**src/rtl/writeback_unit.sv**
```systemverilog
// Writeback stage feeding the register file write port.
// Merges ALU results and load responses into one registered write
// (LSU has priority) and keeps a per-register busy scoreboard of
// outstanding loads for issue-side RAW/WAW stalls.
// Optional build macro: WB_TRACE_EN (prints every committed write).
module writeback_unit #(
    parameter int ADDR_WIDTH = 5,
    parameter int DATA_WIDTH = 64
) (
    input  logic                  clk,
    input  logic                  rst,
    input  logic                  alu_valid,
    output logic                  alu_ready,
    input  logic [ADDR_WIDTH-1:0] alu_rd,
    input  logic [DATA_WIDTH-1:0] alu_data,
    input  logic                  lsu_valid,
    output logic                  lsu_ready,
    input  logic [ADDR_WIDTH-1:0] lsu_rd,
    input  logic [DATA_WIDTH-1:0] lsu_data,
    input  logic                  issue_ld_valid,
    input  logic [ADDR_WIDTH-1:0] issue_ld_rd,
    input  logic [ADDR_WIDTH-1:0] rs1,
    input  logic [ADDR_WIDTH-1:0] rs2,
    output logic                  rs1_busy,
    output logic                  rs2_busy,
    output logic [ADDR_WIDTH-1:0] rf_rd,
    output logic                  rf_wen,
    output logic [DATA_WIDTH-1:0] rf_dataD,
    output logic                  wb_err
);

    localparam int NREG = 1 << ADDR_WIDTH;

    logic [NREG-1:0] busy;
    logic [NREG-1:0] busy_next;
    logic            lsu_acc;
    logic            alu_acc;

    // Load responses are never back-pressured; the ALU yields to them and
    // waits while its destination still has a load outstanding (WAW).
    assign lsu_ready = 1'b1;
    assign lsu_acc   = lsu_valid;
    assign alu_ready = !lsu_valid && !busy[alu_rd];
    assign alu_acc   = alu_valid && alu_ready;

    // A source is also busy while its write sits in the output register,
    // because the register file only commits it at the following edge.
    assign rs1_busy = (rs1 != '0) && (busy[rs1] || (rf_wen && rf_rd == rs1));
    assign rs2_busy = (rs2 != '0) && (busy[rs2] || (rf_wen && rf_rd == rs2));

    // Next scoreboard: clear on load writeback, then set on new load issue.
    always_comb begin
        // NOTE: default assignment first so every path drives busy_next and no latch is inferred.
        busy_next = busy;
        if (lsu_acc) begin
            busy_next[lsu_rd] = 1'b0;
        end
        // Applied after the clear so a same-edge issue keeps the register busy.
        if (issue_ld_valid && issue_ld_rd != '0) begin
            busy_next[issue_ld_rd] = 1'b1;
        end
        busy_next[0] = 1'b0;
    end

    // Scoreboard and sticky error flag.
    always_ff @(posedge clk or posedge rst) begin
        if (rst) begin
            // NOTE: the scoreboard is a flop vector, not a RAM, so it can and must be reset.
            busy   <= '0;
            wb_err <= 1'b0;
        end else begin
            // NOTE: non-blocking assignments so all state updates see pre-edge values.
            busy <= busy_next;
            if (lsu_acc && !busy[lsu_rd]) begin
                wb_err <= 1'b1;
            end
        end
    end

    // Output write register; rd/data hold when nothing is written.
    always_ff @(posedge clk or posedge rst) begin
        if (rst) begin
            rf_wen   <= 1'b0;
            rf_rd    <= '0;
            rf_dataD <= '0;
        end else if (lsu_acc) begin
            rf_wen <= (lsu_rd != '0);
            if (lsu_rd != '0) begin
                rf_rd    <= lsu_rd;
                rf_dataD <= lsu_data;
            end
        end else if (alu_acc) begin
            rf_wen <= (alu_rd != '0);
            if (alu_rd != '0) begin
                rf_rd    <= alu_rd;
                rf_dataD <= alu_data;
            end
        end else begin
            rf_wen <= 1'b0;
        end
    end

`ifdef WB_TRACE_EN
    logic src_lsu;

    // Remember which source produced the write held in the output register.
    always_ff @(posedge clk or posedge rst) begin
        if (rst) begin
            src_lsu <= 1'b0;
        end else if (lsu_acc || alu_acc) begin
            src_lsu <= lsu_acc;
        end
    end

    // Report each write as the register file commits it.
    always @(posedge clk) begin
        if (!rst && rf_wen && rf_rd != '0) begin
            $display("wb x%0d <= 0x%h (%s)", rf_rd, rf_dataD, src_lsu ? "lsu" : "alu");
        end
    end
`endif

endmodule
```
**config.mk**
```make
export PLATFORM = sky130hd
export DESIGN_NAME = writeback_unit
export DESIGN_NICKNAME = d
export VERILOG_FILES = /design/src/rtl/writeback_unit.sv
export SDC_FILE = /design/constraint.sdc
export NUM_CORES = 1
export LEC_CHECK = 0
export CAP_MARGIN = 30
export CORE_MARGIN = 3
export CORE_UTILIZATION = 32
export DETAILED_ROUTE_END_ITERATION = 7
export SLEW_MARGIN = 20
export SYNTH_ARGS = -nofsm -noshare
export SYNTH_HDL_FRONTEND = slang
export SYNTH_SLANG_ARGS = --single-unit
```
**constraint.sdc**
```tcl
create_clock -name clk -period 4.1 [get_ports clk]
set_clock_uncertainty 0.1 [all_clocks]
set_input_delay 0.615 -clock clk [delete_from_list [all_inputs] [get_ports clk]]
set_output_delay 0.615 -clock clk [all_outputs]
set_load 0.02 [all_outputs]
```
# After elaboration in Yosys (flattened, before gate mapping)
# Cells that the tools add are included.
# W data, S select, Z words.
dict set report word_totals {
  ff_bits 102
  word_cells 65
}
dict set report op_classes {
  magnitude_cmp 7
  n_eq_ne 3
  n_mux 24
  bitwise_logic 3
  reduce_logical 23
}
# cell count
set op_table {}
lappend op_table {{$mux W64} 4}
lappend op_table {{$mux W32} 2}
lappend op_table {{$and A32 B32 Y32} 1}
lappend op_table {{$not A32 Y32} 1}
lappend op_table {{$or A32 B32 Y32} 1}
lappend op_table {{$lt A5 B6 Y1 const B} 5}
lappend op_table {{$reduce_bool A5 Y1} 5}
lappend op_table {{$bmux W1 S5} 4}
lappend op_table {{$mux W5} 4}
lappend op_table {{$demux W1 S5} 2}
lappend op_table {{$eq A5 B5 Y1} 2}
lappend op_table {{$ge A5 B1 Y1 const B} 2}
lappend op_table {{$logic_and A1 B1 Y1} 10}
lappend op_table {{$mux W1} 8}
lappend op_table {{$reduce_bool A2 Y1} 2}
lappend op_table {{$logic_not A1 Y1} 3}
lappend op_table {{$reduce_and A3 Y1} 1}
lappend op_table {{$logic_or A1 B1 Y1} 2}
lappend op_table {{$ne A2 B1 Y1 const B} 1}

# Depth between registers and ports, before layout
# Gate-level depths: netlist of run 1.
dict set report depth {
  depth_word 9
  depth_mapped 8
}

# Worst setup path before layout of run 1
# OpenSTA, ideal clock, no wires.
dict set report synth_path {
  kind {input -> output}
  from {input rs2[0]}
  to {output rs2_busy}
  arrival_ps 2428
  t_required_ps 3385
  path_slack_ps 957
  path_stages 5
  path_buffers 1
  cell_sequence {clkbuf_1 mux4_2 mux4_2 o21ai_0 o21ai_0}
}
dict set report synth_via {
  elab_chain_len 4
}
# item line_no
set synth_lines {}
lappend synth_lines {{start: declaration} 23} ;# input logic [ADDR_WIDTH-1:0] rs2,
lappend synth_lines {{$bmux W1 S5 / $eq A5 B5 Y1 (equally long branches)} 49} ;# assign rs2_busy = (rs2 != '0) && (busy[rs2] || (rf_wen && rf_rd == rs2));
lappend synth_lines {{$mux W1 (not written as such) / $logic_and A1 B1 Y1 (equally long branches)} 49}
lappend synth_lines {{$logic_or A1 B1 Y1} 49}
lappend synth_lines {{$logic_and A1 B1 Y1 (*)} 49}
lappend synth_lines {{end: declaration} 25} ;# output logic rs2_busy,
# Every way passes the cells marked *; elsewhere a longest branch is shown, timed or not. The select of a mux whose other input is x is not followed.

# Worst setup path in the final report of run 1
dict set report layout_path {
  from {input alu_rd[1]}
  to {output alu_ready}
}
dict set report layout_via {
  elab_chain_len 4
}
# item line_no
set layout_lines {}
lappend layout_lines {{start: declaration} 14} ;# input logic [ADDR_WIDTH-1:0] alu_rd,
lappend layout_lines {{$bmux W1 S5} 43} ;# assign alu_ready = !lsu_valid && !busy[alu_rd];
lappend layout_lines {{$mux W1 (not written as such)} 43}
lappend layout_lines {{$logic_not A1 Y1} 43}
lappend layout_lines {{$logic_and A1 B1 Y1} 43}
lappend layout_lines {{end: declaration} 13} ;# output logic alu_ready,
# No other way between the ends. The select of a mux whose other input is x is not followed.

==> reports/summary.md, run 1 <==
The run finished with clean final reports. The total area inside the core boundary comes to 0.0190 mm^2. In the routed design, unresolved DRC markers number 0. The ratio of routed vias to standard cells was 5.52; the internal power of the cells was 2.28 mW. The share of the clock period used by the worst path was 95.9%; the maximum level of the CTS H-tree was 3. The die outline area is 0.0213 mm^2, and the count of TritonRoute iterations in the first routing pass is 5.

Based on the critical path, the design can be clocked at up to 254 MHz. The number of nets handed over by synthesis was 800. Initial antenna violation count: 2. The most common library cell in the layout ignoring fill and taps was clkdlybuf4s50_1.

Counting flops with a built-in enable in the synthesized netlist gives 0. The run gives 1.14 mW as the net switching power figure. The number of distinct library cells after synthesis is 42. From synthesis to final layout, the design area changed by 45.7%. The dominant combinational cell family by area after synthesis is compound AO/OA/AOI/OAI gates. Headroom to the max-slew limit came out at 46.5%. Kind of path behind the tightest hold check: flop to flop. Time the worst path needs with I/O delays and setup: 3.93 ns. Of the total power, the share spent switching nets is 33.3%. The top cell types in the final layout, fill and taps aside, are 230 x clkdlybuf4s50_1, 102 x dfrtp_1, 76 x nor2_1. The final hold violation count was 0; the first-pass GRT wire length was 35100 um. For this run, the slowest stage of the critical path takes 0.66 ns.

Dividing total power by cell area gives a power density of 373 mW/mm^2. Hold repair after CTS inserted 0 buffers. The die height was 146 um; the effective utilization at floorplan was 33.0%. The routed wirelength normalized by instance count works out to 20.5 um. The number of vias in the routed layout came out at 6110.

For the residual antenna-violating net count after detailed routing, the log shows 0. The number of flip-flops and latches in the synthesized netlist was 102; the number of synthesis warnings was 0. The signal on the critical path passes through clkdlybuf4s50_1 -> mux2_2 -> a221oi_1 -> nor3_1 -> a211o_1 -> a21oi_1 -> clkdlybuf4s50_1. The layout has 1810 filler cells.

The worst register-to-register path has a setup slack of 1.68 ns. Of the total power, registers draw 40.6%. For the total overflow reported by the global router, the log shows 0. Sequential cells were found to cover 40.6% of the synthesized design area.

At the end of routability-driven placement, the weighted congestion stood at 0.910. Broken down by cell family, the worst path's largest delay share belongs to buffers and inverters. The post-CTS setup buffer count is 0. The sequential cells in the finished layout cover a total of 0.00255 mm^2. The total design power was 3.41 mW.

The startpoint identified for the worst hold timing path is wb_err. Type of the setup path with the least slack: input pin to output pin. The worst-case IR drop observed on VDD is 0.197 mV. The run gives 5985 as the via count of the first global-routing pass. The clock passes through at most 2 buffers. Entering global routing, the biggest net connects 85 pins. Counting every sink on the clock net gives 102.

The run gives 0.34 ns as the clock latency of the later-clocked register in the worst-skew pair. The number of max-capacitance violations reported is 0, and the number of top-level pins is 233. The net count of the finished layout is 998. The cell area that synthesis handed to floorplanning was 0.00628 mm^2.

In the synthesized netlist, mux cells make up 13.0% of the area. TritonCTS built the clock tree. The post-cts sizing count is 0, and the share of flip-flops with an asynchronous set or reset is 100%. Summing the areas of all xor and xnor instances in the mapped netlist gives 1.39% of the synthesized area. Of all nets on the critical path, the largest fanout is 9. The dominant synthesized flop cell is dfrtp_1. The share of total power in the clock network was 25.2%; the port buffer count was 231. The root buffer cell is clkbuf_16.

Setup violations remaining at the end of the flow were counted as 0. The most critical setup path has its startpoint at alu_rd[1]. The data required time at the worst endpoint came out at 3.38 ns.

For this block, the initial DRC count from the detailed router was 604. The startpoint identified for the worst register-to-register timing path is busy[31]. After clock tree synthesis, the clock-pin slew on the worst setup and hold paths is 0.07 ns.

Average instance area after synthesis: 9.79 um^2. The post-route setup TNS was 0 ns. Measured on the finished design, the core utilization comes to 48.1%. The standby leakage power came out at 3.49 nW. The master of the slowest instance on the critical path was clkdlybuf4s50_1.

The overall global routing resource usage is 20.5%, and the share of cells above drive strength 1 is 8.64%. Synthesis produced 642 cells. The measured slew at the worst slew-check pin works out to 0.803 ns. The most common cell type on the critical path is clkdlybuf4s50_1.

Summed over all layers, the routed wires come to 22700 um. The run gives 0.421 ns as the smallest hold slack. Setup repair after global routing left no endpoint under its margin. The multi-input combinational cells in the finished layout cover a total of 0.00348 mm^2. For the max-slew violation count, the log shows 0. The floorplan has 50 rows. The synthesized netlist devotes 23.5% of its cell area to compound gates.

Of the total synthesized cell area, the portion taken by full adders, half adders and majority gates is 0%. Counting both buffers and inverters, the worst setup path holds a total of 2. The worst setup path is captured at an output pin. The signal arrival time at the worst endpoint is 3.22 ns, and the basic-gate share of the synthesized area counting and, or, nand and nor cells is 17.1%. The run gives 34.2% as the proportion of power drawn by combinational gates. The run gives 9 as the TritonCTS buffer count.

Startpoint type of the worst setup path: an input pin. The placed wire-length estimate was 16800 um; the width of the die was 146 um.
[worst register-to-register path, delay by kind of cell, from the launching register on]
kind	cells	cell delay, ns
DFF	1	0.47
buffers and inverters	1	0.30
and+or+nand+nor	2	0.47
muxes	1	0.50
AOI/OAI and AO/OA	2	0.48
[power by group through the flow]
stage	combinational, mW	sequential [mW]	clock, mW
detailed placement	1.17	1.40	0
floorplan	0.547	1.42	0
global placement	1.14	1.39	0
CTS	1.18	1.38	0.880
finish	1.17	1.39	0.861
global route	1.26	1.40	0.913
[synthesized netlist by cell type (4+ instances only)]
cell | number | area [um^2]
a211oi_1 | 70 | 526
a22oi_1 | 70 | 526
buf_2 | 6 | 30.0
clkbuf_1 | 49 | 184
dfrtp_1 | 102 | 2550
mux2_2 | 5 | 56.3
mux2i_1 | 13 | 130
mux4_2 | 28 | 631
nand2_1 | 12 | 45.0
nand3_1 | 4 | 20.0
nand3b_1 | 11 | 82.6
nor2_1 | 76 | 285
nor2b_1 | 73 | 457
o21ai_0 | 66 | 330
or3b_2 | 4 | 35.0
xor2_1 | 8 | 70.1
[registers in the layout, indices dropped and copies added (netlist names)]
register	count
wb_err	1
rf_rd	5
busy	31
rf_dataD	64
rf_wen	1
[metrics by stage]
step | setup WS, ns | cells | area (um^2)
final | 0.169 | 1107 | 9160
after global routing | 0.0266 | 1107 | 9160
after CTS | 0.187 | 1105 | 9150
after detailed placement | 0.188 | 1089 | 8860
after global placement | 0.194 | 1088 | 8840
after floorplan | 0.710 | 642 | 6280
[logic make-up (layout without fill, tap and decap cells)]
family,after synthesis,after routing
other,1,3
AOI/OAI and AO/OA,218,218
buffers and inverters,64,267
xor gates and xnor gates,10,10
DFF,102,102
and+or+nand+nor,201,201
muxes,46,46
[area by class of cell]
class	count	area share (%)
diodes	2	0.0547
clock inverters	4	0.615
well taps	260	3.55
inverters	3	0.150
multi-input cells	476	38.0
clock buffers	12	2.58
flip-flops and latches	102	27.9
repair buffers	248	27.2
[metal layers]
layer	vias to the layer above	track usage [%]	wire, um
li1	2809	-	-
met1	2975	26.3	9270
met2	288	34.3	11100
met3	38	4.41	1760
met4	0	7.29	497
met5	-	0	0
[final timing paths]
path	end	cells after the start
hold / removal	wb_err	1
min in group asynchronous	rf_dataD[51]	2
max in group asynchronous	rf_dataD[26]	3
hold reg to reg	wb_err	1
setup reg to reg	rf_dataD[54]	6
setup / recovery	alu_ready	7
No activity file was read; power rests on OpenSTA's default activity.
==> run 2: changes to the inputs <==
- PLACE_DENSITY: not set -> 0.58
- SLEW_MARGIN: 20 -> not set
==> reports/summary.md, run 2 (same netlist as run 1, synthesis figures left out) <==
Entering global routing, the biggest net connects 115 pins. On the worst path, the slowest cell contributes a delay of 0.71 ns. The ratio of routed vias to standard cells works out to 5.45. The run finished with clean final reports.

The die is 146 um wide. The register with the most flip-flops in the layout has 64 of them. At the pin with the least slew margin, the transition time is 0.667 ns. The max-slew violation count came out at 0.

For this run the aggregate overflow at the end of global routing stands at 0. The worst setup path is captured at an output pin. Master of the slowest instance on the critical path: clkdlybuf4s50_1. Clock latency on the worst-skew pair, taken at its later pin, is 0.35 ns. The sum of routed wire length over all layers came out at 23300 um.

The floorplan has 50 rows. Buffers placed on the I/O ports in this run total 231. The register clock-pin slew on the reported worst setup and hold paths is 0.07 ns.

VDD sags by at most 0.228 mV. The logs give 0 for the number of max-capacitance violations reported and 0 for the post-cts sizing count. The time the worst path needs with I/O delays and setup is 3.94 ns, and the number of top-level pins is 233. The area growth from synthesis to layout is 46.0%. The number of remaining DRC errors is 0, and the overall global routing resource usage is 21.4%. The number of cells traversed by the worst hold path came out at 1.

The number of antenna diodes in the final layout is 0. The logs give 3.22 ns for the signal arrival time at the worst endpoint and 55.6% for the remaining max-slew budget at the tightest pin. Traced cell by cell, the critical path runs through clkdlybuf4s50_1 -> mux4_2 -> mux4_2 -> o21ai_0 -> mux2i_1 -> clkdlybuf4s50_1.

For this design the static power due to leakage is 3.51 nW. TritonCTS built the clock tree. The longest clock path from root to sink contains 2 buffers.

The share of the clock period used by the worst path came out at 96.1%. Kind of path behind the tightest hold check: flop to flop. The placed instances occupy a cell area of 0.00886 mm^2. The count of TritonRoute iterations in the first routing pass was 4; the first-pass GRT wire length was 36300 um. For this block, the initial DRC count from the detailed router was 450. The post-placement cell count was 1093. The library cell used most frequently in the layout, excluding fill and tap cells, is clkdlybuf4s50_1. The run gives 3 as the maximum level of the CTS H-tree. Data on the critical path is required at its endpoint by 3.38 ns. The area of the placeable core is 0.0190 mm^2, and the number of non-filler instances in the completed layout is 1110.

The final hold violation count came out at 0. The initial utilization of the core area, before any placement, comes to 33.0%. The largest fanout on the critical path was 7. Leaving out fill and tap cells, the most frequent cells in the layout are 230 x clkdlybuf4s50_1, 102 x dfrtp_1, 76 x nor2_1. The die height works out to 146 um. The cell sitting at the root of the clock tree is a clkbuf_16.

Summing all non-filler instances in the final layout gives an area of 0.00918 mm^2. The routed layout has 6049 vias. Cells with a size suffix above 1 make up 9.53% of the layout. For the die outline area, the log shows 0.0213 mm^2. The largest register by flop count was rf_dataD. The startpoint type of the worst setup path was an input pin.

The CTS sink count is 102, and the via count of the first global-routing pass is 6297. Buffers inserted during clock tree synthesis total 9. The initial antenna violation count is 1, and the routed wirelength normalized by instance count is 21.0 um. The post-CTS setup buffer count is 0, and the setup-violating endpoint count in the final report is 0. The layout net count came out at 1003. For this run, the top clock speed supported by timing is 254 MHz.

The congestion estimate from routability-driven global placement came to 0.932. The tools report the residual antenna-violating net count after detailed routing as 0. After legalization and detailed placement, the total HPWL measured 17100 um. By startpoint and endpoint, the worst setup path is classified as input pin to output pin.

Setup repair after global routing left no endpoint under its margin. Measured in cells, the most critical reg-to-reg path has a length of 6. Buffers inserted to repair hold after CTS numbered 0. Adding up every negative setup slack in the final design gives 0 ns.

For this design the ratio of total power to cell area is 369 mW/mm^2. The largest registers in the layout are rf_dataD: 64 flops, busy: 31 flops, rf_rd: 5 flops.
[run 2: per-layer routing]
| metal | up-vias | wire, um | global-route usage (%) |
|---|---|---|---|
| met2 | 274 | 11500 | 36.0 |
| met5 | - | 7 | 0 |
| li1 | 2815 | - | - |
| met4 | 2 | 618 | 6.82 |
| met1 | 2918 | 9200 | 26.7 |
| met3 | 40 | 1920 | 6.05 |
[run 2: critical path: cells and delay by family]
family,cells,cell delay (ns)
buf+inv,2,1.28
compound gates,1,0.17
mux,3,1.15
[run 2: final timing paths]
| path | start | to | slack [ns] |
|---|---|---|---|
| worst max-delay path | rs1[0] | rs1_busy | 0.16 |
| worst min-delay path | wb_err | wb_err | 0.38 |
| worst max register to register | busy[31] | rf_dataD[0] | 1.68 |
| worst min register to register | wb_err | wb_err | 0.38 |
| max in group asynchronous | rst | rf_dataD[15] | 2.43 |
| min in group asynchronous | rst | rf_dataD[53] | 0.61 |
[run 2: per-stage QoR]
step / setup slack, ns / hold slack [ns] / utilization [%] / total power, mW
2_1_floorplan: 0.710 / 0.417 / - / 1.96
3_3_place_gp: 0.211 / 0.363 / 46.6 / 2.55
3_5_place_dp: 0.167 / 0.373 / 46.6 / 2.57
4_1_cts: 0.156 / 0.389 / 48.1 / 3.42
5_1_grt: 0.00633 / 0.408 / 48.2 / 3.57
6_report: 0.162 / 0.378 / 48.2 / 3.39
[run 2: report_power, final]
| part | switching [mW] | leakage (nW) | total (mW) | internal (mW) |
|---|---|---|---|---|
| logic | 0.546 | 2.18 | 1.17 | 0.629 |
| registers | 0.217 | 1.20 | 1.39 | 1.17 |
| clock network | 0.394 | 0.137 | 0.827 | 0.433 |
[run 2: layout make-up]
| class | instances | area [um^2] |
|---|---|---|
| clock inverter | 6 | 45.0 |
| clock buffer | 10 | 239 |
| sequential | 102 | 2550 |
| fill | 1777 | 9840 |
| tap | 260 | 325 |
| multi-input combinational | 476 | 3480 |
| inverter | 3 | 13.8 |
| timing repair buffer | 253 | 2520 |
